[config.mk]
export PLATFORM = sky130hd
export DESIGN_NAME = arbiter_4req_hold
export DESIGN_NICKNAME = d
export VERILOG_FILES = /design/src/rtl/arbiter_4req_hold.sv
export SDC_FILE = /design/constraint.sdc
export NUM_CORES = 1
export LEC_CHECK = 0
export ABC_AREA = 0
export CELL_PAD_IN_SITES_DETAIL_PLACEMENT = 1
export CELL_PAD_IN_SITES_GLOBAL_PLACEMENT = 2
export CORE_UTILIZATION = 28
export DETAILED_ROUTE_END_ITERATION = 6
export PLACE_DENSITY = 0.77
export SLEW_MARGIN = 20
export SYNTH_ARGS = -nofsm -noshare
export SYNTH_HDL_FRONTEND = slang
export SYNTH_SLANG_ARGS = --single-unit
export TNS_END_PERCENT = 30
[constraint.sdc]
create_clock -name clk -period 2 [get_ports clk]
set_input_delay 0.4 -clock clk [delete_from_list [all_inputs] [get_ports clk]]
set_output_delay 0.4 -clock clk [all_outputs]
set_load 0.01 [all_outputs]
[src/rtl/arbiter_4req_hold.sv]
// arbiter_4req_hold: four-requester bus arbiter with multi-cycle grant hold.
//   clk       - system clock, rising edge
//   rst       - synchronous active-high reset
//   req[3:0]  - request lines, held high for the whole transaction
//   rr_en     - 0: fixed priority (3>2>1>0), 1: round-robin; used only when arbitrating
//   gnt[3:0]  - registered one-hot grant, zero when idle
//   gnt_id    - index of current grantee, holds last value when idle
//   gnt_valid - high whenever a grant is active
//   timeout   - one-cycle pulse when a grant is preempted by the hold limit
module arbiter_4req_hold #(
  parameter int unsigned MAX_HOLD = 8,
  parameter int unsigned CW       = 8
) (
  input  logic       clk,
  input  logic       rst,
  input  logic [3:0] req,
  input  logic       rr_en,
  output logic [3:0] gnt,
  output logic [1:0] gnt_id,
  output logic       gnt_valid,
  output logic       timeout
);

  typedef enum logic {IDLE, GRANT} state_e;

  state_e        state_q, state_d;
  logic [CW-1:0] hold_cnt_q, hold_cnt_d;
  logic [1:0]    last_id_q, last_id_d;
  logic [3:0]    gnt_q, gnt_d;
  logic [1:0]    gnt_id_q, gnt_id_d;
  logic          gnt_valid_q, gnt_valid_d;
  logic          timeout_q, timeout_d;

  logic          do_grant;
  logic [3:0]    cand;
  logic [3:0]    others;
  logic          holder_req;
  logic          at_limit;
  logic [1:0]    win;

  // Priority encode over the candidate set. Later loop iterations overwrite
  // earlier ones, so the last match in scan order is the highest priority.
  function automatic logic [1:0] pick_winner(input logic [3:0] c,
                                             input logic       rr,
                                             input logic [1:0] last);
    logic [1:0] w;
    logic [1:0] idx;
    w = '0;
    if (rr) begin
      // Offsets 3..0 from last+1: offset 0 (last+1) is written last and wins.
      for (int unsigned k = 0; k < 4; k++) begin
        idx = last + 2'(3 - k) + 2'd1;
        if (c[idx]) w = idx;
      end
    end else begin
      for (int unsigned i = 0; i < 4; i++) begin
        if (c[i]) w = 2'(i);
      end
    end
    return w;
  endfunction

  always_comb begin
    state_d     = state_q;
    hold_cnt_d  = hold_cnt_q;
    last_id_d   = last_id_q;
    gnt_d       = gnt_q;
    gnt_id_d    = gnt_id_q;
    gnt_valid_d = gnt_valid_q;
    timeout_d   = 1'b0;
    do_grant    = 1'b0;
    cand        = '0;

    holder_req = req[gnt_id_q];
    // Other requesters with the current holder masked out.
    others     = req & ~(4'b0001 << gnt_id_q);
    at_limit   = (hold_cnt_q == CW'(MAX_HOLD - 1));

    case (state_q)
      IDLE: begin
        if (|req) begin
          do_grant = 1'b1;
          cand     = req;
        end
      end
      GRANT: begin
        if (!holder_req) begin
          if (|others) begin
            do_grant = 1'b1;
            cand     = others;
          end else begin
            state_d     = IDLE;
            gnt_d       = '0;
            gnt_valid_d = 1'b0;
          end
        end else if (!at_limit) begin
          hold_cnt_d = hold_cnt_q + 1'b1;
        end else if (|others) begin
          do_grant  = 1'b1;
          cand      = others;
          timeout_d = 1'b1;
        end
        // Lone holder at the limit: keep the grant, counter stays saturated.
      end
      default: state_d = IDLE;
    endcase

    win = pick_winner(cand, rr_en, last_id_q);
    if (do_grant) begin
      state_d     = GRANT;
      gnt_d       = 4'b0001 << win;
      gnt_id_d    = win;
      gnt_valid_d = 1'b1;
      last_id_d   = win;
      hold_cnt_d  = '0;
    end
  end

  always_ff @(posedge clk) begin
    if (rst) begin
      state_q     <= IDLE;
      hold_cnt_q  <= '0;
      last_id_q   <= 2'd3;
      gnt_q       <= '0;
      gnt_id_q    <= '0;
      gnt_valid_q <= 1'b0;
      timeout_q   <= 1'b0;
    end else begin
      state_q     <= state_d;
      hold_cnt_q  <= hold_cnt_d;
      last_id_q   <= last_id_d;
      gnt_q       <= gnt_d;
      gnt_id_q    <= gnt_id_d;
      gnt_valid_q <= gnt_valid_d;
      timeout_q   <= timeout_d;
    end
  end

  assign gnt       = gnt_q;
  assign gnt_id    = gnt_id_q;
  assign gnt_valid = gnt_valid_q;
  assign timeout   = timeout_q;

endmodule

; ---- Yosys cells after proc, flatten, opt, wreduce, memory -nomap -nowiden
; Index checks and enable logic that the tools add are counted.
[classes]
n_addsub = 7
multipliers = 0
div_mod_pow = 0
order_cmp = 5
eq_ne = 3
n_shift = 2
n_mux = 39
n_bitwise = 5
reduce_logical = 7
[ops]
columns = cell, count
row1 = 4-bit 2-to-1 mux, 8
row2 = 1-bit 2-to-1 mux, 17
row3 = "2-bit by 3-bit < comparator with 1-bit output, second input constant", 5
row4 = 2-bit 2-to-1 mux, 7
row5 = 1-bit binary-select mux with 2-bit select, 5
row6 = "2-bit by 1-bit adder with 2-bit output, second input constant", 4
row7 = "8-bit by 1-bit adder with 8-bit output, second input constant", 1
row8 = "8-bit by 3-bit equality test with 1-bit output, second input constant", 1
row9 = 4-bit case mux with 2 select lines, 1
row10 = 4-bit OR reduction, 2
row11 = "1-bit by 2-bit << shifter with 4-bit output, first input constant", 2
row12 = 3-bit AND reduction, 2
row13 = "2-bit adder, second input constant", 2
row14 = 4-bit AND, 1
row15 = "2-bit != test, second input constant", 2
row16 = 4-bit inverter, 1
row17 = 1-bit inverter, 3
row18 = 3-bit OR reduction, 1
row19 = 1-bit case mux with 2 select lines, 1
row20 = 2-bit nonzero test, 1
row21 = 2-bit OR reduction, 1
[word_totals]
register_bits = 19
latch_bits = 0
mem_bits_rw = 0
romBits = 0
inputBits = 7
output_inout_bits = 8
word_cells = 75
mem_count = 0

; ---- Logic depth before layout (Yosys ltp)
[logic_depth]
ltp_word = 17
mapped_depth = 8
mapped_depth_nobuf = 7

; ---- Worst setup path after synthesis
; No wires, ideal clock.
[synth_path]
path_type = register to register
from = reg gnt_id_q[0] (netlist: gnt_id[0])
to = reg gnt_q[0] (netlist: gnt[0])
setup_time_ns = 0.117
arrival_ns = 2.062
required_time_ns = 1.883
path_slack_ns = -0.179
stages_incl_launch_ff = 7
n_path_buf = 1
synth_period_minus_slack_ns = 2.179
path_cell_list = dfxtp_1 -> buf_2 -> mux4_2 -> nand2_2 -> nor2_2 -> or4_4 -> a32o_1
[synth_between]
elab_chain_len = 17
word_cells_on_any_way = 36
classes_between = 2 x eq/ne / 2 x shift / 27 x mux / 2 x bitwise / 3 x reduce/logical
[synth_lines]
columns = element, line
row1 = start: declaration, 30  ; logic [1:0] gnt_id_q, gnt_id_d;
row2 = start signal: assignment, 133  ; gnt_id_q <= gnt_id_d;
row3 = 1-bit by 2-bit << shifter with 4-bit output, 76  ; others = req & ~(4'b0001 << gnt_id_q);
row4 = 4-bit inverter, 76
row5 = 4-bit AND, 76
row6 = 4-bit OR reduction, "88, 98"
row7 = 4-bit 2-to-1 mux, "88, 98"
row8 = 4-bit 2-to-1 mux, 96  ; end else if (!at_limit) begin
row9 = 4-bit 2-to-1 mux, 87  ; if (!holder_req) begin
row10 = 4-bit case mux with 2 select lines, 79  ; case (state_q)
row11 = 1-bit binary-select mux with 2-bit select, 53  ; if (c[idx]) w = idx;
row12 = 1-bit 2-to-1 mux (not written as such), 53
row13 = 2-bit 2-to-1 mux (4 in a row), 53
row14 = 2-bit 2-to-1 mux, 49  ; if (rr) begin
row15 = 1-bit by 2-bit << shifter with 4-bit output, 111  ; gnt_d = 4'b0001 << win;
row16 = 4-bit 2-to-1 mux, 109  ; if (do_grant) begin
row17 = end signal: assignment, 132  ; gnt_q <= gnt_d;
row18 = end: declaration, 29  ; logic [3:0] gnt_q, gnt_d;
; Parallel ways exist; a longest one is shown, timed or not. The select of a mux whose other input is x is not followed.
; A chain may end at the register's enable or synchronous reset.

; ---- Worst setup path in the final report
[layout_path]
from = reg hold_cnt_q[5]
to = reg gnt_q[1] (netlist: gnt[1])
[layout_between]
elab_chain_len = 13
word_cells_on_any_way = 29
classes_between = 3 x eq/ne / 1 x shift / 23 x mux / 2 x reduce/logical
[layout_lines]
columns = element, line
row1 = start: declaration, 27  ; logic [CW-1:0] hold_cnt_q, hold_cnt_d;
row2 = start signal: assignment, 130  ; hold_cnt_q <= hold_cnt_d;
row3 = 8-bit by 3-bit equality test with 1-bit output (*), 77  ; at_limit = (hold_cnt_q == CW'(MAX_HOLD - 1));
row4 = 4-bit 2-to-1 mux, 96
row5 = 4-bit 2-to-1 mux, 87
row6 = 4-bit case mux with 2 select lines, 79
row7 = 1-bit binary-select mux with 2-bit select, 53
row8 = 1-bit 2-to-1 mux (not written as such), 53
row9 = 2-bit 2-to-1 mux (4 in a row), 53
row10 = 2-bit 2-to-1 mux, 49
row11 = 1-bit by 2-bit << shifter with 4-bit output, 111
row12 = 4-bit 2-to-1 mux, 109
; Mark *: on every way between the ends. The rest lies on a longest branch, timed or not. The select of a mux whose other input is x is not followed.

==> run metrics <==
status=finished, violations left; violated checks=negative setup slack; via count=1,104; worst endpoint data arrival time=2210 ps; row count=21; syn nets=127; Fmax achieved=488 MHz; Port Buffers=14; Place WS=-484 ps; gr usage total=17.1%; largest net degree at the start of global routing=11; CP peak stage delay=540 ps; Max-Cap Viols=0; Yosys reg bits=19; critical path depth=6; peak supply drop=0.444 mV; Yosys warnings=0; DIE HEIGHT=62.9 um; Total Nets Final=177; Slew HR=71.7%; Routed Antenna Nets=0; Power Internal=780 uW; Reg2Reg Setup Slack=-50 ps; PnR worst setup slack=-47.4 ps; leak pwr=0.000650 uW; chip width=62.9 um; simple logic cell fraction of the synthesized area=24.7%; critical path launch point type=flip-flop; RR Startpoint=hold_cnt_q[5]; io pins=15; Post-synth EDFFs=0; Clock Power Share=24.7%; fin crit period=2050 ps; Initial Utilization=30.2%; detailed-route DRC error count=0; post-synthesis adder-cell area fraction=1.20%; Critical path buffers and inverters=0; Routed WL=3.34 mm; initial antenna violation count=0; filler instances=402; 1st-pass router iterations=4; Final setup viols=4; HP Class=flip-flop to flip-flop; DR WL/cell=15.6 um; FF-to-FF path depth=6; TritonCTS clock tree=yes; main flop type after synthesis=dfxtp_1; total power=1130 uW; Cells after Synth=119; Req. time, crit path=2160 ps; Clock Latency Late Sink=260 ps; main combinational cell family by area after synthesis=simple AND/OR/NAND/NOR gates; Critical Path Fanout Max=4; Sw Ratio=30.8%; Flop pwr share=38.6%; worst setup path startpoint=hold_cnt_q[5]; core area=0.00344 mm2; detailed-placement wirelength estimate=2.46 mm; final setup TNS=-146 ps; Avg Cell Area, Syn=8.73 um2; P per Cell Area=700 mW/mm2; Slew @ Worst Pin=422 ps; area grow syn2layout=55.2%; NetSw=347 uW; Layout Skew=3.04 ps; mux share of post-synthesis cell area=3.13%; CP top delay family=simple AND/OR/NAND/NOR gates; Worst R2R End=gnt[1]; hold_buf cts=0; RSZ-0062 raised after global routing=true; Synth Area in XOR/XNOR=5.90%; Synth cell types=49; commonest non-fill, non-tap cell in the layout=buf_4; crit end category=flip-flop; Reg clk slew, reported paths=70 ps; vias in the first global route=1,073; diode count=0; Inserted Clock Buffers=3; Slowest-stage cell, CP=or4_4; Finished Core Util=46.8%; Synth Cell Area=0.00104 mm2; First DRT Iteration DRCs=49; post-synthesis async set-or-reset flop share=0%; crit-path cells=or4_4, nor3_4, and2b_2, o211ai_1, a21oi_2, a22o_1; htree depth=1; Worst Setup EP=gnt[1]; maximum clock path buffer count=2; Compound-Gate Fraction of Synth Area=22.0%; fin crit share=102%; register area share after synthesis=36.6%; Clock Sinks=19; first-pass GRT wire length=5.12 mm; die area=0.00396 mm2; combinational group share of total power=36.7%; DR vias/cell=5.16; gr ovfl total=0; Hold Violations, Final=0; Min Hold Slack=480 ps; kind of critical path=flip-flop to flip-flop; Root Driver=clkbuf_8; most frequent cells in the layout=buf_4 (32), dfxtp_1 (14), nor2_1 (12); Final Max Slew Viols=0; fraction of final layout cells sized beyond drive strength 1=39.3%; gp weighted congestion=0.803
-- per-layer routing --
layer	up-vias	part of all wire, %	global-route usage [%]
li1	535	-	-
met1	537	47	22.3
met2	28	47	27.3
met3	4	4.0	3.28
met4	0	1.6	6.98
met5	-	0	0
-- Yosys cell counts (all sizes together), types with 2 or more instances --
library cell	n	area (um2)
a31oi	2	12.5
inv	8	30.0
nor4	2	12.5
nor2	13	51.3
or4	2	22.5
buf	4	28.8
nand4	2	12.5
nor3	3	26.3
o21ai	5	25.0
o211ai	2	15.0
nand3	6	30.0
a31o	2	17.5
a21oi	5	25.0
clkbuf	2	7.51
xnor2	3	26.3
nand2	8	32.5
a22o	3	26.3
dfxtp	19	380
xor2	4	35.0
-- power by group through the flow --
| stage | sequential, uW | clock, uW | combinational [uW] |
|---|---|---|---|
| global route | 441 | 302 | 443 |
| detailed placement | 443 | 0 | 359 |
| global placement | 443 | 0 | 349 |
| floorplan | 445 | 0 | 178 |
| finish | 435 | 279 | 414 |
| CTS | 435 | 288 | 388 |
-- logic make-up (layout without fill, tap and decap cells) --
group,after synthesis,in the layout
xor gates and xnor gates,7,7
adders and majority gates,1,1
buffers and inverters,14,63
muxes,2,2
DFF,19,19
AOI/OAI and AO/OA,31,31
and+or+nand+nor,45,45
-- through the flow --
stage | std cells | cell area (um2)
floorplan | 119 | 1060
global route | 214 | 1610
global placement | 208 | 1480
CTS | 212 | 1560
finish | 214 | 1610
detailed placement | 208 | 1480
-- registers in the layout, summed over array words and instances (netlist names) --
name        count
gnt             4
gnt_valid       1
timeout         1
last_id_q       2
hold_cnt_q      8
state_q         1
gnt_id          2
-- how the worst min path moves through the flow --
stage,start,endpoint,slack [ps],cells after the start
finish,gnt[0],gnt[0],480,1
floorplan,hold_cnt_q[1],hold_cnt_q[1],470,2
CTS,gnt[3],gnt[3],490,1
global placement,gnt[3],gnt[3],460,1
detailed placement,gnt[3],gnt[3],460,1
global route,gnt[3],gnt[3],510,1
-- layout make-up --
class	count	area [um2]	share of cell area, %
clock buffers	4	45.0	2.80
repair buffers	51	432	26.8
well taps	46	57.6	3.57
flip-flops and latches	19	387	24.0
inverters	8	30.0	1.86
multi-input cells	86	661	41.0
-- timing repair --
| action | 4_1_cts | 5_1_grt |
|---|---|---|
| buffers inserted | 1 | 2 |
| pin swaps | 12 | 2 |
| gates resized for setup | 16 | 8 |
| endpoints found under the setup margin | 16 | 16 |
(Power assumes the default switching activity.)
